### config.mk
export PLATFORM = sky130hd
export DESIGN_NAME = bfu_pipe_param
export DESIGN_NICKNAME = d
export VERILOG_FILES = /design/src/rtl/bfu_pkg.sv /design/src/rtl/mod_mul_pipe.sv /design/src/rtl/bfu_pipe_param.sv
export SDC_FILE = /design/constraint.sdc
export NUM_CORES = 1
export LEC_CHECK = 0
export ABC_AREA = 1
export ABC_CLOCK_PERIOD_IN_PS = 21400
export CORE_ASPECT_RATIO = 0.6
export CORE_MARGIN = 4
export CORE_UTILIZATION = 35
export DETAILED_ROUTE_END_ITERATION = 16
export GPL_TIMING_DRIVEN = 0
export PLACE_DENSITY_LB_ADDON = 0.12
export SLEW_MARGIN = 20
export SYNTH_ARGS = -nofsm -noshare
export SYNTH_HDL_FRONTEND = slang
export SYNTH_SLANG_ARGS = --single-unit
### constraint.sdc
create_clock -name clk -period 21.4 [get_ports clk]
set_input_delay 4.28 -clock clk [delete_from_list [all_inputs] [get_ports clk]]
set_output_delay 4.28 -clock clk [all_outputs]
set_load 0.03 [all_outputs]
### src/rtl/bfu_pkg.sv
// Shared constants and modular-arithmetic helpers for the parametrised butterfly.
package bfu_pkg;

  localparam int W_DEF = 12;
  localparam int Q_DEF = 3329;
  localparam int MAX_W = 32;

  localparam logic MODE_NTT  = 1'b0;
  localparam logic MODE_INTT = 1'b1;

  typedef logic [MAX_W-1:0] coef_t;

  function automatic logic [63:0] barrett_mu(input int w, input int q);
    logic [63:0] qq;
    qq = 64'(q);
    return (64'd1 << (2 * w)) / qq;
  endfunction

  // Operands must already lie in [0, q-1]; one conditional correction suffices.
  function automatic coef_t mod_add(input coef_t a, input coef_t b, input coef_t q);
    logic [MAX_W:0] s;
    s = {1'b0, a} + {1'b0, b};
    if (s >= {1'b0, q}) s = s - {1'b0, q};
    return s[MAX_W-1:0];
  endfunction

  function automatic coef_t mod_sub(input coef_t a, input coef_t b, input coef_t q);
    logic [MAX_W:0] d;
    d = {1'b0, a} - {1'b0, b};
    if (d[MAX_W]) d = d + {1'b0, q};
    return d[MAX_W-1:0];
  endfunction

  function automatic coef_t mod_half(input coef_t x, input coef_t q);
    logic [MAX_W:0] s;
    s = x[0] ? ({1'b0, x} + {1'b0, q}) : {1'b0, x};
    return s[MAX_W:1];
  endfunction

endpackage

### src/rtl/mod_mul_pipe.sv
// Barrett modular multiplier, p = (x*y) mod Q, exactly MUL_LAT enabled cycles deep.
module mod_mul_pipe
  import bfu_pkg::*;
#(
  parameter int W       = W_DEF,
  parameter int Q       = Q_DEF,
  parameter int MUL_LAT = 3
) (
  input  logic         clk,
  input  logic         rst_n,
  input  logic         en,
  input  logic [W-1:0] x,
  input  logic [W-1:0] y,
  output logic [W-1:0] p
);

  localparam logic [2*W:0] MU = (2*W+1)'(barrett_mu(W, Q));
  localparam logic [W+1:0] QX = (W+2)'(Q);

  logic [2*W-1:0] prod_q;
  logic [W+1:0]   qhat_lo;
  logic [W+1:0]   r;
  logic [W-1:0]   red;

  always_ff @(posedge clk or negedge rst_n) begin
    if (!rst_n) prod_q <= '0;
    else if (en) prod_q <= {{W{1'b0}}, x} * {{W{1'b0}}, y};
  end

  // Barrett estimate undershoots by at most 2, and the remainder is below 4Q,
  // so only the low W+2 bits of qhat*Q matter.
  always_comb begin
    qhat_lo = (W+2)'(({{(2*W+1){1'b0}}, prod_q} * {{(2*W){1'b0}}, MU}) >> (2*W));
    r = prod_q[W+1:0] - qhat_lo * QX;
    if (r >= QX) r = r - QX;
    if (r >= QX) r = r - QX;
    red = r[W-1:0];
  end

  generate
    if (MUL_LAT == 1) begin : g_direct
      assign p = red;
    end else begin : g_pipe
      logic [W-1:0] stage [MUL_LAT-1];
      always_ff @(posedge clk or negedge rst_n) begin
        if (!rst_n) begin
          for (int i = 0; i < MUL_LAT - 1; i++) stage[i] <= '0;
        end else if (en) begin
          stage[0] <= red;
          for (int i = 1; i < MUL_LAT - 1; i++) stage[i] <= stage[i-1];
        end
      end
      assign p = stage[MUL_LAT-2];
    end
  endgenerate

endmodule

### src/rtl/bfu_pipe_param.sv
// Elastic NTT/INTT butterfly with per-sample mode, tag sideband and sticky range error.
module bfu_pipe_param
  import bfu_pkg::*;
#(
  parameter int W          = W_DEF,
  parameter int Q          = Q_DEF,
  parameter int MUL_LAT    = 3,
  parameter bit HALVE_INTT = 1'b1,
  parameter int TAG_W      = 8
) (
  input  logic             clk,
  input  logic             rst_n,
  input  logic             in_valid,
  output logic             in_ready,
  input  logic [W-1:0]     in_a,
  input  logic [W-1:0]     in_b,
  input  logic [W-1:0]     in_twf,
  input  logic             in_mode,
  input  logic [TAG_W-1:0] in_tag,
  output logic             out_valid,
  input  logic             out_ready,
  output logic [W-1:0]     out_up,
  output logic [W-1:0]     out_dn,
  output logic [TAG_W-1:0] out_tag,
  output logic             range_err,
  output logic             busy
);

  localparam coef_t        QC = coef_t'(Q);
  localparam logic [W-1:0] QW = W'(Q);

  typedef struct packed {
    logic             vld;
    logic             mode;
    logic             oor;
    logic [TAG_W-1:0] tag;
    logic [W-1:0]     a;
    logic [W-1:0]     sum;
  } side_t;

  side_t        s0;
  side_t        dly [MUL_LAT];
  side_t        last;
  logic [W-1:0] s0_op, s0_twf, p;
  logic [W-1:0] in_sum, in_diff, up_next, dn_next;
  logic         adv, fire, in_oor;

  assign adv      = !out_valid || out_ready;
  assign in_ready = adv && rst_n;
  assign fire     = in_valid && in_ready;
  assign in_oor   = (in_a >= QW) || (in_b >= QW) || (in_twf >= QW);
  assign in_sum   = W'(mod_add(MAX_W'(in_a), MAX_W'(in_b), QC));
  assign in_diff  = W'(mod_sub(MAX_W'(in_b), MAX_W'(in_a), QC));

  always_ff @(posedge clk or negedge rst_n) begin
    if (!rst_n) begin
      s0     <= '0;
      s0_op  <= '0;
      s0_twf <= '0;
    end else if (adv) begin
      s0.vld  <= fire;
      s0.mode <= in_mode;
      s0.oor  <= in_oor;
      s0.tag  <= in_tag;
      s0.a    <= in_a;
      s0.sum  <= in_sum;
      s0_op   <= (in_mode == MODE_INTT) ? in_diff : in_b;
      s0_twf  <= in_twf;
    end
  end

  always_ff @(posedge clk or negedge rst_n) begin
    if (!rst_n) range_err <= 1'b0;
    else if (fire && in_oor) range_err <= 1'b1;
  end

  mod_mul_pipe #(
    .W       (W),
    .Q       (Q),
    .MUL_LAT (MUL_LAT)
  ) u_mul (
    .clk   (clk),
    .rst_n (rst_n),
    .en    (adv),
    .x     (s0_op),
    .y     (s0_twf),
    .p     (p)
  );

  // Sideband rides alongside the multiplier so dly[MUL_LAT-1] lines up with p.
  always_ff @(posedge clk or negedge rst_n) begin
    if (!rst_n) begin
      for (int i = 0; i < MUL_LAT; i++) dly[i] <= '0;
    end else if (adv) begin
      dly[0] <= s0;
      for (int i = 1; i < MUL_LAT; i++) dly[i] <= dly[i-1];
    end
  end

  assign last = dly[MUL_LAT-1];

  always_comb begin
    up_next = '0;
    dn_next = '0;
    if (last.mode == MODE_NTT) begin
      up_next = W'(mod_add(MAX_W'(last.a), MAX_W'(p), QC));
      dn_next = W'(mod_sub(MAX_W'(last.a), MAX_W'(p), QC));
    end else begin
      up_next = last.sum;
      dn_next = p;
      if (HALVE_INTT) begin
        up_next = W'(mod_half(MAX_W'(last.sum), QC));
        dn_next = W'(mod_half(MAX_W'(p), QC));
      end
    end
    if (last.oor) begin
      up_next = '0;
      dn_next = '0;
    end
  end

  always_ff @(posedge clk or negedge rst_n) begin
    if (!rst_n) begin
      out_valid <= 1'b0;
      out_up    <= '0;
      out_dn    <= '0;
      out_tag   <= '0;
    end else if (adv) begin
      out_valid <= last.vld;
      out_up    <= up_next;
      out_dn    <= dn_next;
      out_tag   <= last.tag;
    end
  end

  always_comb begin
    busy = s0.vld | out_valid;
    for (int i = 0; i < MUL_LAT; i++) busy = busy | dly[i].vld;
  end

endmodule
# Word level (Yosys, flattened, before mapping)

Index checks and enable logic that the tools add are counted.

Memories kept: 0
Bits in latches: 0
Input bits: 49
Memory bits (read-only): 0
Register bits: 246
Logic and storage cells: 81
Output and inout bits: 36
RAM bits: 0

Mux-type cells: 13
Bitwise logic cells: 4
Div/mod/pow operators: 0
Reductions and logical operators: 7
Order comparisons: 7
Shift operators: 0
Add/subtract/negate cells: 13
Eq/ne operators: 0
$mul: 3

Operator list:

| cell                     | count |
|---|---|
| $mux W12                 | 10 |
| $mul A24 B13 Y37 const B | 1 |
| $ge A12 B12 Y1 const B   | 3 |
| $sub A12 B12 Y12 const B | 3 |
| $ge A14 B12 Y1 const B   | 2 |
| $add A12 B12 Y13         | 2 |
| $add A12 B12 Y13 const B | 2 |
| $ge A13 B12 Y1 const B   | 2 |
| $mux W13                 | 2 |
| $sub A12 B12 Y13         | 2 |
| $add A12 B11 Y12 const B | 2 |
| $mul A12 B12 Y24         | 1 |
| $mul A13 B12 Y14 const B | 1 |
| $mux W14                 | 1 |
| $sub A14 B12 Y14 const B | 1 |
| $sub A14 B14 Y14         | 1 |
| $or A1 B1 Y1             | 4 |
| $logic_and A1 B1 Y1      | 3 |
| $logic_or A1 B1 Y1       | 3 |
| $logic_not A1 Y1         | 1 |

# Longest topological paths before layout

Word-level depth: 7
Mapped depth: 62
Mapped depth without buffers: 61

# Hierarchy

Synthesis repeated with hierarchy kept, for this count alone.

Cells, all modules: 3574
Area total of the unflattened synthesis: 27106.0 um^2

Modules (own cells, without submodules):

| module         | cells each | area an instance (um^2) | sequential area each (um^2) | instances |
|---|---|---|---|---|
| mod_mul_pipe   | 1863       | 14855.5                 | 1201.2                      | 1 |
| bfu_pipe_param | 1711       | 12250.5                 | 4954.8                      | 1 |

# Worst setup path before layout

OpenSTA, ideal clock, no wires.

Path kind: input-to-output
Start: input port out_ready
End: output port in_ready
Required time: 17120 ps
Buffers on the path: 1
Data arrival time: 4983 ps
Slack: 12137 ps
Stages on the path: 3
Cell sequence: nor2_1 > clkbuf_1 > nor2_1

Word-level cells in the longest chain between the ends: 2

RTL lines:

| item                | RTL line             | source |
|---|---|---|
| start: declaration  | bfu_pipe_param.sv:21 | `input logic out_ready,` |
| $logic_or A1 B1 Y1  | bfu_pipe_param.sv:48 | `assign adv = !out_valid \|\| out_ready;` |
| $logic_and A1 B1 Y1 | bfu_pipe_param.sv:49 | `assign in_ready = adv && rst_n;` |
| end: declaration    | bfu_pipe_param.sv:14 | `output logic in_ready,` |

Every way passes these cells.

# Final worst setup path

Start: register u_mul.prod_q[13]
End: register u_mul.g_pipe.stage[23] (netlist name)

Word-level cells in the longest chain between the ends: 7
Elaborated cells on any way between the ends: 9
Those cells by class: add/sub (3); mul (2); order compare (2); mux (2)

RTL lines:

| item                                               | RTL line           | source |
|---|---|---|
| start: declaration                                 | mod_mul_pipe.sv:20 | `logic [2*W-1:0] prod_q;` |
| start signal: assignment                           | mod_mul_pipe.sv:27 | `else if (en) prod_q <= {{W{1'b0}}, x} * {{W{1'b0}}, y};` |
| $mul A24 B13 Y37                                   | mod_mul_pipe.sv:33 | `qhat_lo = (W+2)'(({{(2*W+1){1'b0}}, prod_q} * {{(2*W){1'b0}}, MU}) >> (2*W));` |
| $mul A13 B12 Y14                                   | mod_mul_pipe.sv:34 | `r = prod_q[W+1:0] - qhat_lo * QX;` |
| $sub A14 B14 Y14 *                                 | mod_mul_pipe.sv:34 |  |
| $sub A14 B12 Y14 or $ge A14 B12 Y1 (tied branches) | mod_mul_pipe.sv:35 | `if (r >= QX) r = r - QX;` |
| $mux W14 *                                         | mod_mul_pipe.sv:35 |  |
| $sub A12 B12 Y12 or $ge A14 B12 Y1 (tied branches) | mod_mul_pipe.sv:36 | `if (r >= QX) r = r - QX;` |
| $mux W12 *                                         | mod_mul_pipe.sv:36 |  |
| end: declaration                                   | mod_mul_pipe.sv:44 | `logic [W-1:0] stage [MUL_LAT-1];` |

Every way passes the cells marked *; elsewhere a longest branch is shown, timed or not.
A chain may end at the register's enable or synchronous reset.

==> impl_summary.txt <==
----------------------------------------------------
[Outcome]
  Status ... finished, final reports clean

[Clocking]
  Clock Sink Count ... approximately 250
  Root cell of the clock tree ... clkbuf_16
  Count of H-tree levels built during CTS ... 1
  Clock Pin Slew Worst Setup and Hold Paths ... 0.07 ns
  Clock Path Buffers ... 3
  CTS-repair resized insts ... 0
  Clock network latency to the later pin of the worst-skew pair ... around 0.6 ns
  Post-CTS setup buffer count ... 0
  Inserted Clock Buffers ... 27
  Clock tree from TritonCTS ... built
  Hold-fix buffers at CTS ... 0

[Global route]
  Maximum number of pins on one net before global-route repair ... 95
  Wire length of the first global-routing pass ... between 100 and 150 mm
  Remaining global-route overflow ... 0
  GRT Overall Usage ... about a fifth
  Number of global-route vias before repair ... 20430
  Antenna violations before repair ... 1

[Route]
  Vias ... slightly above 20000
  Number of nets with antenna violations after detailed routing ... 0
  Post-detailed-routing wire length ... around 77 mm
  Post-route DRC violation count ... 0
  DRT iter0 DRCs ... ~1700
  Routed wire per std cell ... ~18 um
  DR pass1 iterations ... 5
  Avg Vias per Cell ... 4.691

[Floorplan]
  Die width ... 357.1 um
  Initial Util ... ~36%
  Placeable core area ... around 72000 um^2
  Number of top-level design ports ... 85
  Die Y ... 217.5 um
  Die outline area ... 77660 um^2
  Placement Rows ... 76

[Placed design]
  GP Congestion ... roughly 0.9
  Port buffer count ... between 80 and 90
  Post-detail-place hpwl ... roughly 63 mm

[STA]
  Post-route minimum period ... roughly 11 ns
  Setup repair after global routing missed its margin ... false
  Total setup violations reported at the end of the flow ... 0
  Total count of max-transition violations in the final report ... 0
  Fmax ... slightly above 90 MHz
  Max-slew headroom ... around 25%
  Share of the clock period used by the worst path ... ~50%
  Post-route setup TNS ... 0 ns
  Number of hold violations in the final report ... 0
  Clock Skew ... 0.01176 ns
  Actual transition at the worst max-transition pin ... 1.126 ns

[Finish]
  Synthesis-to-layout area growth ... 11.66%
  Total area of multi-input combinational cells ... about 17000 um^2
  Area taken by flip-flops and latches ... 6156 um^2
  Fill cell total of the finished layout ... ~7600
  Commonest non-fill, non-tap cell in the layout ... nand2_1
  Final-stage net count ... 3958
  Fraction of final layout cells with drive strength greater than 1 ... approximately 3.5%
  Antenna cells ... 0
  Highest-count cells in the layout ignoring fill and taps ... nand2_1, inv_1, ha_1
  Finished Core Util ... between 30% and 40%

[Synthesis]
  Number of enable-type register cells in the synthesized netlist ... 0
  Post-Syn Instances ... about 3300
  Distinct cell type count after synthesis ... 57
  Post-synthesis net count ... 3844
  Part of the Yosys area used for sequential elements ... approximately a quarter
  Proportion of register bits with asynchronous set or reset after synthesis ... 100.0%
  Netlist area before placement ... ~26000 um^2
  Main area contributors after synthesis ... dfrtp_1, fa_1, ha_1
  Top FF cell, synth ... dfrtp_1
  Synthesized area divided by synthesized cell count ... 7.822 um^2
  Count of state elements after synthesis ... approximately 250
  Synth warn ... 0
  Most area-hungry cell type in the Yosys netlist ... dfrtp_1
  Synth top area share ... approximately a quarter

[Flow run]
  Number of maximum-capacitance violations ... 0

[Critical path]
  Crit. End Element ... flop
  Worst endpoint required time ... 21.93 ns
  Type of the worst setup path ... reg2reg
  Top cell by count, worst path ... fa_1
  Slowest cell delay on critical path ... 0.72 ns
  Arrival time reported for the critical path endpoint ... 11.23 ns
  CP top delay family ... adder cells
  Maximum fanout along the worst path ... 10
  Standard cell with the maximum stage delay on the critical path ... dfrtp_1
  Startpoint type of the worst setup path ... flop
  Buf/Inv on CP ... 5

[Worst hold path]
  Path type of the worst min-delay path ... reg2reg

----------------------------------------------------
==> worst reg2reg max path: cells and delay by family (launching register included) <==
kind,cells,cell delay [ns]
adders and majority gates,12,5.59
and+or+nand+nor,20,2.42
AOI/OAI and AO/OA,3,0.93
DFF,1,0.72
buffers and inverters,5,0.53
xor gates and xnor gates,1,0.47
==> worst paths after layout <==
check,from,end,slack (ns),cells after the start
min in group asynchronous,rst_n,out_dn[1],3.65,1
max,u_mul.prod_q[13],u_mul.g_pipe.stage[23],10.69,41
max reg2reg,u_mul.prod_q[13],u_mul.g_pipe.stage[23],10.69,41
max in group asynchronous,rst_n,s0_op[5],16.44,3
min,s0[24],dly[94],0.47,2
min reg2reg,s0[24],dly[94],0.47,2
==> cell families (layout without fill, tap and decap cells) <==
kind of cell | after synthesis | count (layout) | share of synthesized area, %
and+or+nand+nor | 1251 | 1251 | 20.22
buffers and inverters | 745 | 875 | 11.12
adders and majority gates | 523 | 523 | 32.58
AOI/OAI and AO/OA | 421 | 421 | 9.030
DFF | 246 | 246 | 24.05
xor gates and xnor gates | 86 | 86 | 3.002
==> state kept, by name, summed over array words and instances, names as in the netlist <==
register            flops
dly                   105
s0                     35
u_mul.prod_q           24
out_dn                 12
out_up                 12
s0_op                  12
s0_twf                 12
u_mul.g_pipe.stage     12
u_mul.p                12
out_tag                 8
out_valid               1
range_err               1
==> routing by layer <==
metal | part of all wire (%) | GRT usage (%) | routed length, um
met1 | 59 | 36.25 | 45680
met2 | 33 | 24.34 | 25720
met3 | 6.8 | 4.347 | 5293
met4 | 0.78 | 1.974 | 605
met5 | 0 | 0 | 0
==> stage by stage <==
stage / worst slack [ns] / instance area, um^2 / std cells / hold slack [ns]
3_5_place_dp: 10.70 / 27700 / 4332 / 0.4504
2_1_floorplan: 12.14 / 25590 / 3272 / 0.4367
6_report: 10.69 / 28580 / 4377 / 0.4681
5_1_grt: 9.961 / 28580 / 4377 / 0.4865
4_1_cts: 10.65 / 28580 / 4377 / 0.4657
3_3_place_gp: 2.225 / 27640 / 4330 / 0.4530
==> cells in the mapped netlist (all sizes together), types with 2 or more instances <==
master	number
o21ai	232
o31ai	6
dfrtp	246
o21bai	10
nand2	947
a211oi	4
o211ai	8
ha	284
a21oi	119
o21a	3
a221oi	2
a21o	9
a21boi	4
or2	12
nor4	7
o22ai	5
nand3b	4
nor2	117
buf	10
a31oi	9
inv	651
fa	239
xnor2	12
nor3	17
clkbuf	82
clkinv	2
a31o	2
xor2	74
nand3	106
nand4	39
o311ai	2
a32o	3
==> final cells by class <==
class | count | area share (%)
Timing Repair Buffer | 85 | 3.117
Clock buffer | 37 | 2.636
Tap cell | 975 | 4.269
Buffer | 92 | 1.383
Clock inverter | 8 | 0.4247
Inverter | 653 | 8.577
Multi-Input combinational cell | 2281 | 58.05
Sequential cell | 246 | 21.54
Power is not shown: default switching activity piles up to over one toggle a cycle in this logic, so the estimate is an artifact.
